==> src/rtl/fifo_ctrl.sv <==
// FIFO controller for an external 8x8 single-port memory.
// Requests are accepted only in IDLE; a write takes one memory cycle, a read takes two.
module fifo_ctrl (
    input  logic       clk,
    input  logic       rst_n,
    input  logic       push,
    input  logic [7:0] push_data,
    input  logic       pop,
    output logic       ready,
    output logic       push_ack,
    output logic [7:0] pop_data,
    output logic       pop_valid,
    output logic       full,
    output logic       empty,
    output logic [3:0] count,
    output logic       mem_rw,
    output logic [2:0] mem_addr,
    output logic [7:0] mem_i,
    input  logic [7:0] mem_o
);

    typedef enum logic [1:0] {IDLE, WR, RD_SETUP, RD_CAP} state_t;

    state_t     state;
    state_t     state_next;
    logic [2:0] wptr;
    logic [2:0] rptr;
    logic       push_accept;
    logic       pop_accept;

    assign ready    = (state == IDLE);
    assign push_ack = push_accept;
    assign full     = (count == 4'd8);
    assign empty    = (count == 4'd0);

    always_ff @(posedge clk or negedge rst_n) begin
        if (!rst_n) begin
            state <= IDLE;
        end else begin
            state <= state_next;
        end
    end

    // Pop has priority over push when both are requested and data is available.
    always_comb begin
        state_next  = state;
        push_accept = 1'b0;
        pop_accept  = 1'b0;
        case (state)
            IDLE: begin
                if (pop && !empty) begin
                    pop_accept = 1'b1;
                    state_next = RD_SETUP;
                end else if (push && !full) begin
                    push_accept = 1'b1;
                    state_next  = WR;
                end
            end
            WR:       state_next = IDLE;
            RD_SETUP: state_next = RD_CAP;
            RD_CAP:   state_next = IDLE;
            default:  state_next = IDLE;
        endcase
    end

    always_ff @(posedge clk or negedge rst_n) begin
        if (!rst_n) begin
            wptr      <= 3'd0;
            rptr      <= 3'd0;
            count     <= 4'd0;
            pop_data  <= 8'h00;
            pop_valid <= 1'b0;
            mem_rw    <= 1'b1;
            mem_addr  <= 3'd0;
            mem_i     <= 8'h00;
        end else begin
            pop_valid <= 1'b0;
            if (push_accept) begin
                mem_addr <= wptr;
                mem_i    <= push_data;
                mem_rw   <= 1'b0;
            end
            if (pop_accept) begin
                mem_addr <= rptr;
            end
            // Memory read data is combinational on mem_addr, so it is stable by RD_CAP.
            case (state)
                WR: begin
                    mem_rw <= 1'b1;
                    wptr   <= wptr + 3'd1;
                    count  <= count + 4'd1;
                end
                RD_CAP: begin
                    pop_data  <= mem_o;
                    pop_valid <= 1'b1;
                    rptr      <= rptr + 3'd1;
                    count     <= count - 4'd1;
                end
                default: ;
            endcase
        end
    end

endmodule

==> config.mk <==
export PLATFORM = sky130hd
export DESIGN_NAME = fifo_ctrl
export DESIGN_NICKNAME = d
export VERILOG_FILES = /design/src/rtl/fifo_ctrl.sv
export SDC_FILE = /design/constraint.sdc
export NUM_CORES = 1
export LEC_CHECK = 0
export CAP_MARGIN = 20
export CORE_UTILIZATION = 47
export CTS_CLUSTER_SIZE = 16
export DETAILED_ROUTE_END_ITERATION = 8
export MAX_ROUTING_LAYER = met4
export PLACE_DENSITY = 0.95
export SETUP_SLACK_MARGIN = 0.5
export SYNTH_ARGS = -nofsm -noshare
export SYNTH_HDL_FRONTEND = slang
export SYNTH_SLANG_ARGS = --single-unit
==> constraint.sdc <==
create_clock -name clk -period 3.07 [get_ports clk]
set_clock_uncertainty 0.2 [all_clocks]
set_input_delay 0.614 -clock clk [delete_from_list [all_inputs] [get_ports clk]]
set_output_delay 0.614 -clock clk [all_outputs]
set_load 0.1 [all_outputs]
Yosys cells after proc, flatten, opt, wreduce, memory -nomap -nowiden
Index checks and enable logic that the tools add are counted.
{ "totals": {"regBits": 33, "inputBits": 20, "output_inout_bits": 29, "wordCells": 42} }
{ "classes": {"addsub": 4, "n_eq_ne": 5, "mux": 14, "n_reduce_logical": 10} }
{ "ops": {"columns": ["operator", "n"], "rows": [
  ["$mux W1", 8],
  ["$pmux W4 S2", 1],
  ["$add A3 B1 Y3 const B", 2],
  ["$mux W3", 2],
  ["$pmux W2 S3", 1],
  ["$reduce_bool A2 Y1", 3],
  ["$add A4 B1 Y4 const B", 1],
  ["$eq A2 B2 Y1 const B", 2],
  ["$eq A4 B4 Y1 const B", 1],
  ["$logic_not A4 Y1", 1],
  ["$mux W2", 2],
  ["$sub A4 B1 Y4 const B", 1],
  ["$ne A3 B1 Y1 const B", 1],
  ["$eq A2 B1 Y1 const B", 1],
  ["$logic_and A1 B1 Y1", 2],
  ["$logic_not A1 Y1", 2],
  ["$logic_not A2 Y1", 1],
  ["$reduce_or A2 Y1", 1]
]} }

Depth between registers and ports, before layout
{ "logic_depth": {"depth_word": 8, "mapped_depth": 8, "mapped_depth_nobuf": 6} }

Least setup slack after synthesis
No wires, ideal clock.
{ "synth_path": {"path_kind": "register to output", "startpoint": "register count[1]", "endpoint": "output port empty", "arrival_ps": 3927, "required_ps": 2256, "slack_ps": -1671, "stages_incl_launch_ff": 3, "path_buffers": 1, "path_cell_list": "dfrtp_1 > buf_6 > nor4_1"} }
{ "synth_between": {"elab_chain_len": 1} }
{ "synth_lines": {"columns": ["item", "line", "text"], "rows": [
  ["start: declaration", "15", "output logic [3:0] count,"],
  ["start signal: assignment", "91", "count <= count + 4'd1;"],
  ["start signal: assignment", "97", "count <= count - 4'd1;"],
  ["$logic_not A4 Y1", "34", "assign empty = (count == 4'd0);"],
  ["end: declaration", "14", "output logic empty,"]
]} }
Every way passes these cells.

Worst setup path in the final report
{ "layout_path": {"startpoint": "register count[1]", "endpoint": "output port push_ack"} }
{ "layout_between": {"elab_chain_len": 6, "elab_cells_between_ends": 9, "cone_classes": "eq/ne: 1; mux: 3; reduce/logical: 5"} }
{ "layout_lines": {"columns": ["item", "line", "text"], "rows": [
  ["$eq A4 B4 Y1", "33", "assign full = (count == 4'd8);"],
  ["$logic_not A1 Y1", "54", "end else if (push && !full) begin"],
  ["$logic_and A1 B1 Y1", "54", null],
  ["$mux W1", "54", null],
  ["$mux W1 *", "51", "if (pop && !empty) begin"],
  ["$mux W1 *", "49", "case (state)"],
  ["end: declaration", "10", "output logic push_ack,"]
]} }
Mark *: on every way between the ends. The rest lies on a longest branch, timed or not.

==> flow_summary.json <==
{
  "status": "complete, no violations",
  "setup.worst_path.class": "flip-flop to output port",
  "rrSetupSlack_ns": 0.90,
  "grt_usage": 0.203,
  "numPortBuffers": 48,
  "synth_area_per_cell_um2": 14.1,
  "via_per_inst": 5.49,
  "wire_per_inst_um": 15.3,
  "ios": 49,
  "cts_tree": "done",
  "hold_class": "flip-flop to flip-flop",
  "hold_viol": 0,
  "crit_end": "push_ack",
  "firstDrtPassIters": 4,
  "setup_viol": 0,
  "coreArea_um2": 2780,
  "grt-ovfl-total": 0,
  "rr_worst_depth": 6,
  "gp_congestion": 0.748,
  "die_h_um": 56.6,
  "h-tree-depth": 2,
  "grt_setup_unrepaired": "yes",
  "tns_ns": 0,
  "fill_cells": 172,
  "synthCells": 99,
  "placed_area_um2": 1880,
  "grt_pass1_wl_um": 4780,
  "ys_types": 28,
  "path_max_fanout": 4,
  "dr_total_vias": 1033,
  "finalCritPeriodShare": 0.850,
  "diodes": 0,
  "r2r_start": "state[0]",
  "numCtsBuffers": 5,
  "multi_input_area_um2": 556,
  "wl_um": 2870,
  "dp_hpwl_um": 1990,
  "syn_to_final_growth_pct": 45.2,
  "drcViolationCount": 0,
  "die_area_um2": 3200,
  "first_iter_violations": 19,
  "insertion_delay_ns": 0.34,
  "critPathArrivalTime_ns": 1.80,
  "crit_start": "count[1]",
  "cts_hold_buf": 0,
  "cp-start-kind": "flip-flop",
  "r2r-end": "count[2]",
  "clock_path_buffers": 2,
  "clk_pin_slew_ns": 0.10,
  "tightest_slew_ns": 0.454,
  "ff_latch_area_um2": 837,
  "ant_nets": 0,
  "ys_ff_latch": 33,
  "fp-row-count": 19,
  "timing.fmax_mhz": 383,
  "report.final.slew_viol_count": 0,
  "synth_nets": 122,
  "start_util": 0.503,
  "final_cell_area_um2": 2030,
  "numClockSinks": 33,
  "fin_nets": 179,
  "dieWidth_um": 56.6,
  "grt_pass1_vias": 1093,
  "grt_antenna_before_repair": 0,
  "critPathCaptureType": "output port",
  "cp.required_ns": 2.26,
  "grt_max_degree": 34,
  "synth-seq-area-share": 0.591,
  "relSlewSlack": 0.695,
  "synth.cell_area_um2": 1400,
  "cts_root_buf": "clkbuf_4",
  "layout_min_cycle_time_ns": 2.61,
  "final_layout_size_suffix_gt1_frac": 0.484,
  "cap_violations": 0,
  "synth_warnings": 0
}
layout make-up:
cell class | instances | share of cell area
clock buffer | 5 | 0.0185
clock inverter | 3 | 0.0320
inverter | 2 | 0.00555
multi-input combinational | 59 | 0.274
sequential | 33 | 0.412
tap | 31 | 0.0191
timing repair buffer | 55 | 0.239
worst max-delay path, stage by stage (launching register included):
cell     delay [ns]
dfrtp_4        0.52
or4b_4         0.55
and4_4         0.22
buf_12         0.16
flip-flops by register name, indices dropped and copies added, names as in the netlist:
signal,cells
pop_valid,1
rptr,3
pop_data,8
mem_rw,1
mem_i,8
count,4
mem_addr,3
state,2
wptr,3
per-stage QoR:
stage / hold slack (ns) / utilization / instances / setup WS (ns)
final: 0.280 / 0.730 / 188 / 0.460
after global placement: 0.252 / 0.676 / 174 / 0.490
after floorplan: 0.118 / - / 99 / 0.472
after detailed placement: 0.258 / 0.676 / 174 / 0.424
after CTS: 0.276 / 0.726 / 187 / 0.438
after global routing: 0.297 / 0.730 / 188 / 0.415
cells in the final DEF (no fill, tap or decap), types with 2 or more instances in the layout:
cell,n
and3_1,3
xnor2_1,6
ha_1,3
clkbuf_4,5
nor2b_1,2
clkdlybuf4s50_1,19
buf_4,34
buf_12,2
mux2_2,19
bufinv_16,2
dfrtp_1,28
dfrtp_2,2
dfrtp_4,2
a221o_1,3
nor2_1,3
o21ai_0,2
xor2_1,2
synth_stat cells:
cell	count	area (um2)
a21o_1	1	7.51
a221o_1	3	30.0
a31oi_1	1	6.26
and3_1	3	18.8
and4_4	1	11.3
and4b_2	1	11.3
buf_6	2	22.5
clkbuf_1	3	11.3
dfrtp_1	32	801
dfstp_2	1	26.3
ha_1	3	37.5
inv_1	2	7.51
mux2_2	19	214
nand2_1	2	7.51
nand3_1	1	5.00
nand4b_1	1	8.76
nor2_1	4	15.0
nor2b_1	2	12.5
nor3b_1	1	7.51
nor4_1	1	6.26
nor4b_1	1	8.76
o21ai_0	2	10.0
o221ai_1	1	8.76
o31ai_1	1	7.51
o41a_2	1	12.5
or4b_4	1	13.8
xnor2_1	6	52.6
xor2_1	2	17.5
logic make-up after synthesis:
kind of cell               Yosys count  share of synthesized area
buffers and inverters                7                     0.0295
AOI/OAI and AO/OA                   10                     0.0590
DFF                                 33                      0.591
xor gates and xnor gates             8                     0.0501
adders and majority gates            3                     0.0268
and+or+nand+nor                     19                     0.0903
muxes                               19                      0.153
worst min path at each step:
stage,start,end,slack (ns),depth (start not counted)
2_1_floorplan,rst_n,count[2],0.12,0
5_1_grt,wptr[2],wptr[2],0.30,1
6_report,wptr[2],wptr[2],0.28,1
4_1_cts,rptr[2],rptr[2],0.28,1
3_3_place_gp,rptr[2],rptr[2],0.25,1
3_5_place_dp,rptr[2],rptr[2],0.26,1
repair_timing:
action                                  in CTS  in global routing
buffers inserted                             5                  1
endpoints found under the setup margin       2                  3
resized for setup                            0                  1
pin swaps                                    1                  1
metal layers:
metal,share of wire,GRT usage,wire length (um)
met5,0,-,0
met4,0.0080,0.0662,23
met3,0.050,0.0691,144
met2,0.53,0.334,1510
met1,0.41,0.232,1190
Power is left out: the tool's default activity adds up to more than one toggle a clock period on the data nets, which glitch-free logic cannot reach.
